--- src/rtl/cpu_pkg.sv ---
// Shared CPU execute-stage definitions: shift op / shift FSM state encodings
// and the ALU opcodes used by decode.
package cpu_pkg;

  typedef enum logic [1:0] {
    SH_SLL = 2'b00,
    SH_SRL = 2'b01,
    SH_ROR = 2'b10,
    SH_SRA = 2'b11
  } shift_op_e;

  typedef enum logic [1:0] {
    ST_IDLE  = 2'b00,
    ST_SHIFT = 2'b01,
    ST_DONE  = 2'b10
  } shift_state_e;

  typedef enum logic [3:0] {
    ALU_ADD   = 4'd0,
    ALU_SUB   = 4'd1,
    ALU_AND   = 4'd2,
    ALU_OR    = 4'd3,
    ALU_XOR   = 4'd4,
    ALU_SLT   = 4'd5,
    ALU_SLTU  = 4'd6,
    ALU_SHIFT = 4'd7
  } alu_op_e;

endpackage

--- src/rtl/shift_step.sv ---
// One combinational shift step of 1 or 4 bit positions for the iterative
// shift sequencer.
module shift_step
  import cpu_pkg::*;
#(
  parameter int WIDTH = 32
) (
  input  shift_op_e        op,
  input  logic             step4,
  input  logic [WIDTH-1:0] data,
  output logic [WIDTH-1:0] stepped
);

  // NOTE: every always_comb output gets a default first so no path can infer a latch.
  always_comb begin
    stepped = data;
    case (op)
      SH_SLL: stepped = step4 ? (data << 4) : (data << 1);
      SH_SRL: stepped = step4 ? (data >> 4) : (data >> 1);
      SH_SRA: stepped = step4 ? WIDTH'($signed(data) >>> 4) : WIDTH'($signed(data) >>> 1);
      SH_ROR: stepped = step4 ? {data[3:0], data[WIDTH-1:4]} : {data[0], data[WIDTH-1:1]};
      default: stepped = data;
    endcase
  end

endmodule

--- src/rtl/shift_sequencer.sv ---
// Multi-cycle shift controller: one bit per cycle, or four bits per cycle
// while the remaining count is >= 4 when SHIFT_FAST_EN is defined.
module shift_sequencer
  import cpu_pkg::*;
#(
  parameter int WIDTH = 32,
  parameter int AMT_W = 5
) (
  input  logic             clk,
  input  logic             rst,
  input  logic             start,
  input  logic             amt_sel,
  input  logic [1:0]       op,
  input  logic [WIDTH-1:0] data_in,
  input  logic [AMT_W-1:0] shamt,
  input  logic [WIDTH-1:0] rs_val,
  output logic             busy,
  output logic             done,
  output logic [WIDTH-1:0] result
);

  shift_state_e     state, state_next;
  shift_op_e        op_q;
  logic [WIDTH-1:0] work, step_out, result_q;
  logic [AMT_W-1:0] cnt, amt, step_sz, cnt_dec;
  logic             step4, accept;

  assign amt    = amt_sel ? rs_val[AMT_W-1:0] : shamt;
  assign accept = start && (state == ST_IDLE || state == ST_DONE);

`ifdef SHIFT_FAST_EN
  assign step4 = (cnt >= AMT_W'(4));
`else
  assign step4 = 1'b0;
`endif

  assign step_sz = step4 ? AMT_W'(4) : AMT_W'(1);
  assign cnt_dec = cnt - step_sz;

  shift_step #(.WIDTH(WIDTH)) u_step (
    .op      (op_q),
    .step4   (step4),
    .data    (work),
    .stepped (step_out)
  );

  // NOTE: sequential state uses non-blocking assignments so every flop samples pre-edge values.
  always_ff @(posedge clk) begin
    if (rst) state <= ST_IDLE;
    else     state <= state_next;
  end

  always_comb begin
    state_next = state;
    case (state)
      ST_IDLE, ST_DONE: begin
        if (accept)                state_next = (amt == '0) ? ST_DONE : ST_SHIFT;
        else if (state == ST_DONE) state_next = ST_IDLE;
      end
      ST_SHIFT: if (cnt_dec == '0) state_next = ST_DONE;
      default:  state_next = ST_IDLE;
    endcase
  end

  // Working register, counter and result; result only moves on entry to DONE.
  always_ff @(posedge clk) begin
    if (rst) begin
      work     <= '0;
      op_q     <= SH_SLL;
      cnt      <= '0;
      result_q <= '0;
    end else if (accept) begin
      work <= data_in;
      op_q <= shift_op_e'(op);
      cnt  <= amt;
      if (amt == '0) result_q <= data_in;
    end else if (state == ST_SHIFT) begin
      work <= step_out;
      cnt  <= cnt_dec;
      if (cnt_dec == '0) result_q <= step_out;
    end
  end

  always_comb begin
    busy = (state == ST_SHIFT);
    done = (state == ST_DONE);
  end

  assign result = result_q;

endmodule

--- config.mk ---
export PLATFORM = sky130hd
export DESIGN_NAME = shift_sequencer
export DESIGN_NICKNAME = d
export VERILOG_FILES = /design/src/rtl/cpu_pkg.sv /design/src/rtl/shift_step.sv /design/src/rtl/shift_sequencer.sv
export SDC_FILE = /design/constraint.sdc
export NUM_CORES = 1
export LEC_CHECK = 0
export ABC_CLOCK_PERIOD_IN_PS = 2600
export CAP_MARGIN = 20
export CORE_MARGIN = 5
export CORE_UTILIZATION = 52
export CTS_BUF_LIST = sky130_fd_sc_hd__clkbuf_2 sky130_fd_sc_hd__clkbuf_4 sky130_fd_sc_hd__clkbuf_8
export CTS_CLUSTER_SIZE = 8
export DETAILED_ROUTE_END_ITERATION = 16
export MAX_ROUTING_LAYER = met4
export PLACE_DENSITY = 0.94
export SLEW_MARGIN = 20
export SYNTH_ARGS = -nofsm -noshare
export SYNTH_HDL_FRONTEND = slang
export SYNTH_HIERARCHICAL = 1
export SYNTH_SLANG_ARGS = --single-unit
--- constraint.sdc ---
create_clock -name clk -period 2.6 [get_ports clk]
set_input_delay 0.52 -clock clk [delete_from_list [all_inputs] [get_ports clk]]
set_output_delay 0.52 -clock clk [all_outputs]
set_load 0.02 [all_outputs]
* Yosys cells after proc, flatten, opt, wreduce, memory -nomap -nowiden
Cells that the tools add are included.
** Word-level totals
- Output and inout port bits :: 34
- Register bits :: 73
- Input port bits :: 75
** Operators by class
- Reductions and logical operators :: 11
- Mux-type cells :: 15
- Equality and inequality tests :: 8
- $add $sub $neg :: 1
** Operator list (number)
- $mux W32 :: 6
- $pmux W32 S4 :: 1
- $mux W5 :: 3
- $logic_not A5 Y1 :: 2
- $mux W2 :: 4
- $eq A2 B2 Y1 const B :: 3
- $sub A5 B1 Y5 const B :: 1
- $eq A2 B1 Y1 const B :: 2
- $logic_not A2 Y1 :: 2
- $ne A2 B1 Y1 const B :: 2
- $pmux W2 S2 :: 1
- $reduce_bool A2 Y1 :: 2
- $ne A3 B3 Y1 const B :: 1
- $reduce_and A3 Y1 :: 1
- $reduce_and A2 Y1 :: 1
- $reduce_or A2 Y1 :: 1
- $logic_and A1 B1 Y1 :: 1
- $logic_or A1 B1 Y1 :: 1

* Longest topological paths before layout
Gate-level depths: netlist (run 1).
- Depth after elaboration :: 5
- Depth in mapped cells :: 9
- Depth with buffers taken out :: 6

* Cells and area by module
The synthesis (run 1) kept the hierarchy.
** By module, submodules not included
- shift_sequencer :: area each 3756.1 µm², cells an instance 462, sequential area each 1461.4 µm², instances 1
- shift_step :: area each 894.6 µm², cells an instance 67, sequential area each 0.0 µm², instances 1

* Least setup slack after synthesis (run 1)
No wires, ideal clock.
- Path type :: input to register
- Start point :: in amt_sel
- End point :: reg result_q[10], in the netlist result[10]
- Stages :: 7
- Path slack :: 736 ps
- Arrival time :: 1743 ps
- Path through :: buf_6 nor4b_2 a22oi_1 o32a_1 buf_6 buf_12 mux2_4
** Between the ends
- Longest elaborated chain between the ends :: 4
** Ends and longest elaborated chain
- start: declaration :: RTL line shift_sequencer.sv:12 : input logic amt_sel,
- $mux W5 :: RTL line shift_sequencer.sv:28 : assign amt = amt_sel ? rs_val[AMT_W-1:0] : shamt;
- $logic_not A5 Y1 :: RTL line shift_sequencer.sv:76 : if (amt == '0) result_q <= data_in;
- $ne A2 B1 Y1 (no line)
- $reduce_and A3 Y1 (no line)
- end signal: assignment :: RTL line shift_sequencer.sv:76
- end signal: assignment :: RTL line shift_sequencer.sv:80 : if (cnt_dec == '0) result_q <= step_out;
- end: declaration :: RTL line shift_sequencer.sv:24 : logic [WIDTH-1:0] work, step_out, result_q;
No other way between the ends.
A chain may end at the register's enable or synchronous reset.

* Final worst setup path (run 1)
- Start point :: reg op_q[0]
- End point :: reg result_q[7], in the netlist result[7]
** Between the ends
- Longest elaborated chain between the ends :: 5
** Ends and longest elaborated chain
- start: declaration :: RTL line shift_sequencer.sv:23 : shift_op_e op_q;
- start signal: assignment :: RTL line shift_sequencer.sv:74 : op_q <= shift_op_e'(op);
- $eq A2 B2 Y1 (tied with other cells) :: RTL line shift_step.sv:17 : case (op)
- $pmux W32 S4 * :: RTL line shift_step.sv:17
- net step_out[7] :: RTL line shift_sequencer.sv:24
- $mux W32 * :: RTL line shift_sequencer.sv:80
- $mux W32 * :: RTL line shift_sequencer.sv:77 : end else if (state == ST_SHIFT) begin
- $mux W32 * :: RTL line shift_sequencer.sv:72 : end else if (accept) begin
Mark *: on every way through the listed nets, which the timed path passes. The rest lies on a longest branch. The select of a mux whose other input is x is not followed.

==> results of run 1 <==
-- area by class of cell --
cell class,count,share of cell area [%]
flip-flops and latches,73,25.8
inverters,4,0.265
clock buffers,12,2.69
well taps,108,2.39
clock inverters,3,1.15
repair buffers,93,16.7
multi-input cells,407,51.0
-- flip-flops by register name (all words and copies together), names as in the netlist --
signal / flops
result: 32
op_q: 2
state: 2
cnt: 5
work: 32
-- synth_stat cells, drive strengths merged (3+ instances only) --
cell type,n,area share [%]
a21oi,39,4.2
nor2b,36,4.8
dfxtp,73,31
nand2,141,11
nand2b,3,0.40
clkbuf,23,1.9
a311oi,32,6.0
mux2i,12,2.6
nor2,50,4.4
mux2,35,11
mux4,24,12
buf,25,4.7
o22ai,5,0.67
o21ai,6,0.65
inv,4,0.32
-- worst min-delay path: cells and delay by family (launching register included) --
kind / cells / cell delay, ns
DFF: 1 / 0.33
AOI/OAI and AO/OA: 1 / 0.08
and+or+nand+nor: 1 / 0.06
-- power breakdown --
part	switching (W)	total (W)	internal, W
clock	0.000416	0.000998	0.000582
combinational	0.000363	0.000709	0.000346
sequential	0.0000950	0.00128	0.00119
-- metrics by stage --
stage	instances	worst slack (ns)	hold WS (ns)	instance area, µm²
after floorplan	532	0.736	0.437	4660
after global placement	685	0.233	0.499	5450
after detailed placement	685	0.148	0.505	5450
after CTS	700	0.400	0.518	5660
after global routing	700	0.277	0.553	5660
final	700	0.408	0.521	5660
-- metal layers --
metal  share of wire [%]  GRT usage, %  up-vias  routed length, µm
met5                   0             -        -                  0
met4                 2.3          7.85        0                263
met3                 7.5          5.06       36                870
met2                  49          35.9      213               5720
met1                  41          27.2     1947               4800
li1                    -             -     1968                  -
-- logic make-up after synthesis --
logic type | count (synthesis) | synth area share [%]
buffers and inverters | 52 | 6.83
adders and majority gates | 2 | 0.538
other | 1 | 0.0806
AOI/OAI and AO/OA | 92 | 13.3
DFF | 73 | 31.4
and+or+nand+nor | 237 | 22.3
xor gates and xnor gates | 1 | 0.188
muxes | 71 | 25.3
-- how the worst max path moves through the flow --
stage                         start                 endpoint  cells past startpoint  slack [ns]
2_1_floorplan               amt_sel  result[10]$_SDFFE_PP0P_                      7        0.74
3_3_place_gp                amt_sel  result[24]$_SDFFE_PP0P_                      6        0.23
3_5_place_dp                amt_sel  result[26]$_SDFFE_PP0P_                      6        0.15
4_1_cts        op_q[0]$_SDFFE_PP0N_   result[7]$_SDFFE_PP0P_                      5        0.40
5_1_grt        op_q[0]$_SDFFE_PP0N_   result[7]$_SDFFE_PP0P_                      5        0.28
6_report       op_q[0]$_SDFFE_PP0N_   result[7]$_SDFFE_PP0P_                      5        0.41
==> reports/results.ini, run 1 <==
[sta]
fin_crit_ns=2.19
fin_skew_ns=0.00756
fin_setup_tns_ns=0
fin_crit_sh_pct=84.3
setup_viol=0
hold_viol=0
drv_slew=0
worst_pin_slew_ns=0.590
max_freq_mhz=456
rsz0062_at_grt=false
relSlewSlack_pct=60.7

[floorplanning]
die_y_um=105
num_rows=34
fp.dieW_um=105
num_io_pins=109
core_mm2=0.00872
die_area_mm2=0.0109
initial_utilization_pct=53.3

[outcome]
status=completed

[critical_path]
cp_num_buf_inv=0
regToRegStartpoint=op_q[0]$_SDFFE_PP0N_
crit_path_end_kind=flop
cp-start-kind=flop
required_ns=2.85
critPathSlowestCell=mux4_1
r2r_cells=5
critPathKind=flop to flop
cp_cell_sequence=nor2_8 > mux4_1 > nand2_1 > a21oi_1 > mux2_4
max_stage_delay_ns=0.68
critical_path_peak_fanout=29
rrSetupSlack_ns=0.41
cpLargestDelayFamily=multiplexers
r2r-end=result[7]$_SDFFE_PP0P_
critPathArrivalTime_ns=2.44

[final_layout]
utilization_pct=64.9
seq_area_mm2=0.00146
multiInputGateArea_mm2=0.00289
diodes=0
layout_common_cells=nand2_1, clkdlybuf4s50_1, dfxtp_1
syn2layout_area_growth_pct=21.8
nFillCells=649
layout_commonest_cell=nand2_1
final_nets=665
drive_above_1_share_pct=14.7

[clock_network]
cts_hold_buf=0
cts-htree-levels=3
cts_buffer_depth=2
post_cts_resized=0
clock_latency_ns=0.36
ctsRootBufferMaster=clkbuf_8
clkTransAtPathRegs_ns=0.07
cts.sinks=73
cts_setup_buffers=0
cts_buffers=9
cts_tree=done

[routing]
remaining_drc_errors=0
wl_um=11700
ant_nets=0
via_count=4164
drt-wirelength-per-cell_um=16.7
first_iter_violations=368
vias_per_cell=5.95
drt-pass1-iter-count=5

[power]
peakVddDrop_mv=0.349
p_per_area_mw_per_mm2=528
power.leakage_nw=2.22
power_w=0.00299

[synth]
ys_ff_latch=73
async_reset_ff_share_pct=0
synth_area_per_cell_um2=8.79
yosys_warnings=6
ys_types=43
yosys_most_used_dff=dfxtp_1
syn_area_mm2=0.00465
yosysSeqAreaShare_pct=31.4
netlist_instances=529
synth_edf_count=0

[grt]
grt_start_max_net_pins=53
gr-total-overflow=0
track_usage_pct=22.1
grt_pass1_wl_um=20000
grt_pass1_vias=4187
antenna_found_initial=0

[placed_design]
hpwl_um=7970
gp_congestion=0.885
io_buffer_count=81

[worst_hold_path]
min_path_type=flop to flop
holdPathStages=2
holdCritStartpoint=work[29]$_SDFFE_PP0P_
hold-path-endpoint=work[29]$_SDFFE_PP0P_

[flow_run]
max-cap-violations=0

No activity file was read; power rests on OpenSTA's default activity.
==> run 2, diff against run 1 <==
ABC_CLOCK_PERIOD_IN_PS = 1800   (was 2600)
CORE_UTILIZATION = 47   (was 52)
PLACE_DENSITY = 0.9   (was 0.94)
clock period = 1.8 ns   (was 2.6 ns; I/O delays follow)
==> run 2 against run 1 <==
The run now ends with negative setup slack left. Register-to-register slack lost 0.50 ns. Clock power is 25% higher. Critical path depth rose by 3. Clock skew increased by 0.0039 ns. Sequential cell count did not move. Clock-buffer cell count up 1. Critical endpoint is now result[25]$_SDFFE_PP0P_. Largest power group unchanged.
==> reports/results.ini, run 2 (synthesis gave the netlist of run 1 again) <==
[power]
peakVddDrop_mv=0.334  ; -4.3%
p_per_area_mw_per_mm2=709  ; +34%
power.share.sequential_pct=43.3  ; +0.4 points
power_w=0.00428  ; +43%
swShare_pct=31.6  ; +2.3 points
p_clk_share_pct=29.3  ; -4.1 points
switching_power_w=0.00135  ; +54%
power.leakage_nw=2.38  ; +7.1%
intPower_w=0.00293  ; +38%
combinationalPowerShare_pct=27.5  ; +3.8 points

[critical_path]
cpMostUsedCell=buf_12
critPathKind=flop to flop
max_stage_delay_ns=0.35  ; -0.33 ns
critPathSlowestCell=dfxtp_2
cp_cell_sequence=inv_2 > ha_4 > and3b_2 > a31oi_4 > o32a_4 > buf_12 > buf_12 > mux2_4
crit_path_end_kind=flop
critical_path_peak_fanout=7  ; -76%
required_ns=2.04  ; -0.81 ns
cp-start-kind=flop
critPathArrivalTime_ns=2.14  ; -0.30 ns

[floorplanning]
num_io_pins=109  ; unchanged
die_area_mm2=0.0120  ; +9.6%
num_rows=36  ; +5.9%
die_y_um=109  ; +4.7%
core_mm2=0.00973  ; +12%
initial_utilization_pct=47.8  ; -5.5 points
fp.dieW_um=109  ; +4.7%

[sta]
setup_viol=32  ; +32
fin_crit_sh_pct=105  ; +21 points
drv_slew=0  ; unchanged
hold_viol=0  ; unchanged
fin_skew_ns=0.0114  ; +0.00388 ns
fin_crit_ns=1.90  ; -0.295 ns
rsz0062_at_grt=true
fin_ws_ns=-0.0963  ; -0.505 ns
max_freq_mhz=527  ; +16%

[clock_network]
cts-htree-levels=3  ; unchanged
cts_tree=done
cts_buffers=9  ; unchanged
cts_hold_buf=0  ; unchanged
clkTransAtPathRegs_ns=0.08  ; about the same
ctsRootBufferMaster=clkbuf_8
clock_latency_ns=0.36  ; about the same
cts_buffer_depth=2  ; unchanged
cts.sinks=73  ; unchanged

[routing]
first_iter_violations=392  ; +6.5%
drt-pass1-iter-count=5  ; unchanged
remaining_drc_errors=0  ; unchanged
drt-wirelength-per-cell_um=17.2  ; +3.5%
ant_nets=0  ; unchanged
via_count=4287  ; +3.0%
vias_per_cell=5.75  ; -3.4%
wl_um=12900  ; +10%

[grt]
grt_pass1_vias=4344  ; +3.7%
antenna_found_initial=0  ; unchanged
grt_pass1_wl_um=20400  ; +2.0%
gr-total-overflow=0  ; unchanged
grt_start_max_net_pins=90  ; +70%
track_usage_pct=22.1  ; -0.022 points

[final_layout]
final_nets=686  ; +3.2%
utilization_pct=62.0  ; -3.0 points
layout_common_cells=nand2_1, clkdlybuf4s50_1, dfxtp_1
layout_commonest_cell=nand2_1
drive_above_1_share_pct=20.6  ; +5.9 points
diodes=0  ; unchanged
syn2layout_area_growth_pct=29.6
fin_cells=746  ; +6.6%

[worst_hold_path]
min_path_type=primary input to flop

[placed_design]
dp.cells=724  ; +5.7%
hpwl_um=8080  ; +1.4%
io_buffer_count=81  ; unchanged
gp_congestion=0.892  ; +0.69%
dp_slack_ns=-0.423  ; -0.571 ns

[flow_run]
max-cap-violations=0  ; unchanged

[outcome]
status=finished with violations
violations=negative setup slack

[run 2: cell types whose count changed in the layout (fill, tap and decap cells not counted), sizes merged]
cell / before / now
buf: 13 / 33
clkdlybuf4s50: 80 / 75
dlygate4sd2: 0 / 5
bufinv: 2 / 0
clkbuf: 12 / 14
clkinvlp: 0 / 1
[run 2: power by group through the flow]
stage	logic, W	clock network [W]	registers (W)
final	0.00117	0.00125	0.00185
after global routing	0.00127	0.00135	0.00186
after global placement	0.00103	0	0.00186
after floorplan	0.000761	0	0.00184
after detailed placement	0.00108	0	0.00187
after CTS	0.00112	0.00125	0.00184
[run 2: cell type report]
| class | count | area, µm² |
|---|---|---|
| flip-flops and latches | 73 | 1460 |
| clock buffers | 13 | 173 |
| fillers | 798 | 3700 |
| inverters | 4 | 15.0 |
| well taps | 133 | 166 |
| clock inverters | 2 | 12.5 |
| multi-input cells | 407 | 2960 |
| repair buffers | 114 | 1240 |
[run 2: per-stage QoR]
step	hold WS (ns)	TNS, ns	instance area [µm²]
6_report	0.482	-2.25	6030
2_1_floorplan	0.449	-0.221	4670
3_3_place_gp	0.499	-10.39	5620
3_5_place_dp	0.517	-12.65	5620
4_1_cts	0.470	-1.43	5970
5_1_grt	0.503	-3.29	6030
[run 2: timing repair]
item	4_1_cts	5_1_grt
setup buffers	2	1
cloned	3	1
gates resized for setup	20	11
setup endpoints to repair	34	33
pin swaps	1	0
[run 2: path summary, 6_finish.rpt]
check                                           start                       to  slack (ns)  depth (start not counted)
worst min-delay path                              rst    work[17]$_SDFFE_PP0P_        0.48                          3
worst max-delay path              cnt[0]$_SDFFE_PP0P_  result[25]$_SDFFE_PP0P_        -0.1                          8
worst min register to register  work[29]$_SDFFE_PP0P_    work[29]$_SDFFE_PP0P_        0.53                          2
worst max register to register    cnt[0]$_SDFFE_PP0P_  result[25]$_SDFFE_PP0P_        -0.1                          8
[run 2: per-layer routing]
| layer | share of wire (%) | wire [µm] | GRT usage [%] | vias to the layer above |
|---|---|---|---|---|
| met2 | 50 | 6390 | 35.9 | 205 |
| met3 | 7.9 | 1020 | 5.11 | 32 |
| met4 | 2.4 | 305 | 10.2 | 0 |
| met5 | 0 | 0 | - | - |
| met1 | 40 | 5140 | 26.1 | 2042 |
| li1 | - | - | - | 2008 |
[run 2: worst max-delay path, delay by kind of cell, from the launching register on]
family                   cells  cell delay (ns)
multiplexers                 1             0.30
adder cells (fa/ha/maj)      1             0.16
AO/OA/AOI/OAI                2             0.39
buffers and inverters        3             0.34
AND/OR/NAND/NOR              1             0.21
flip-flops                   1             0.35
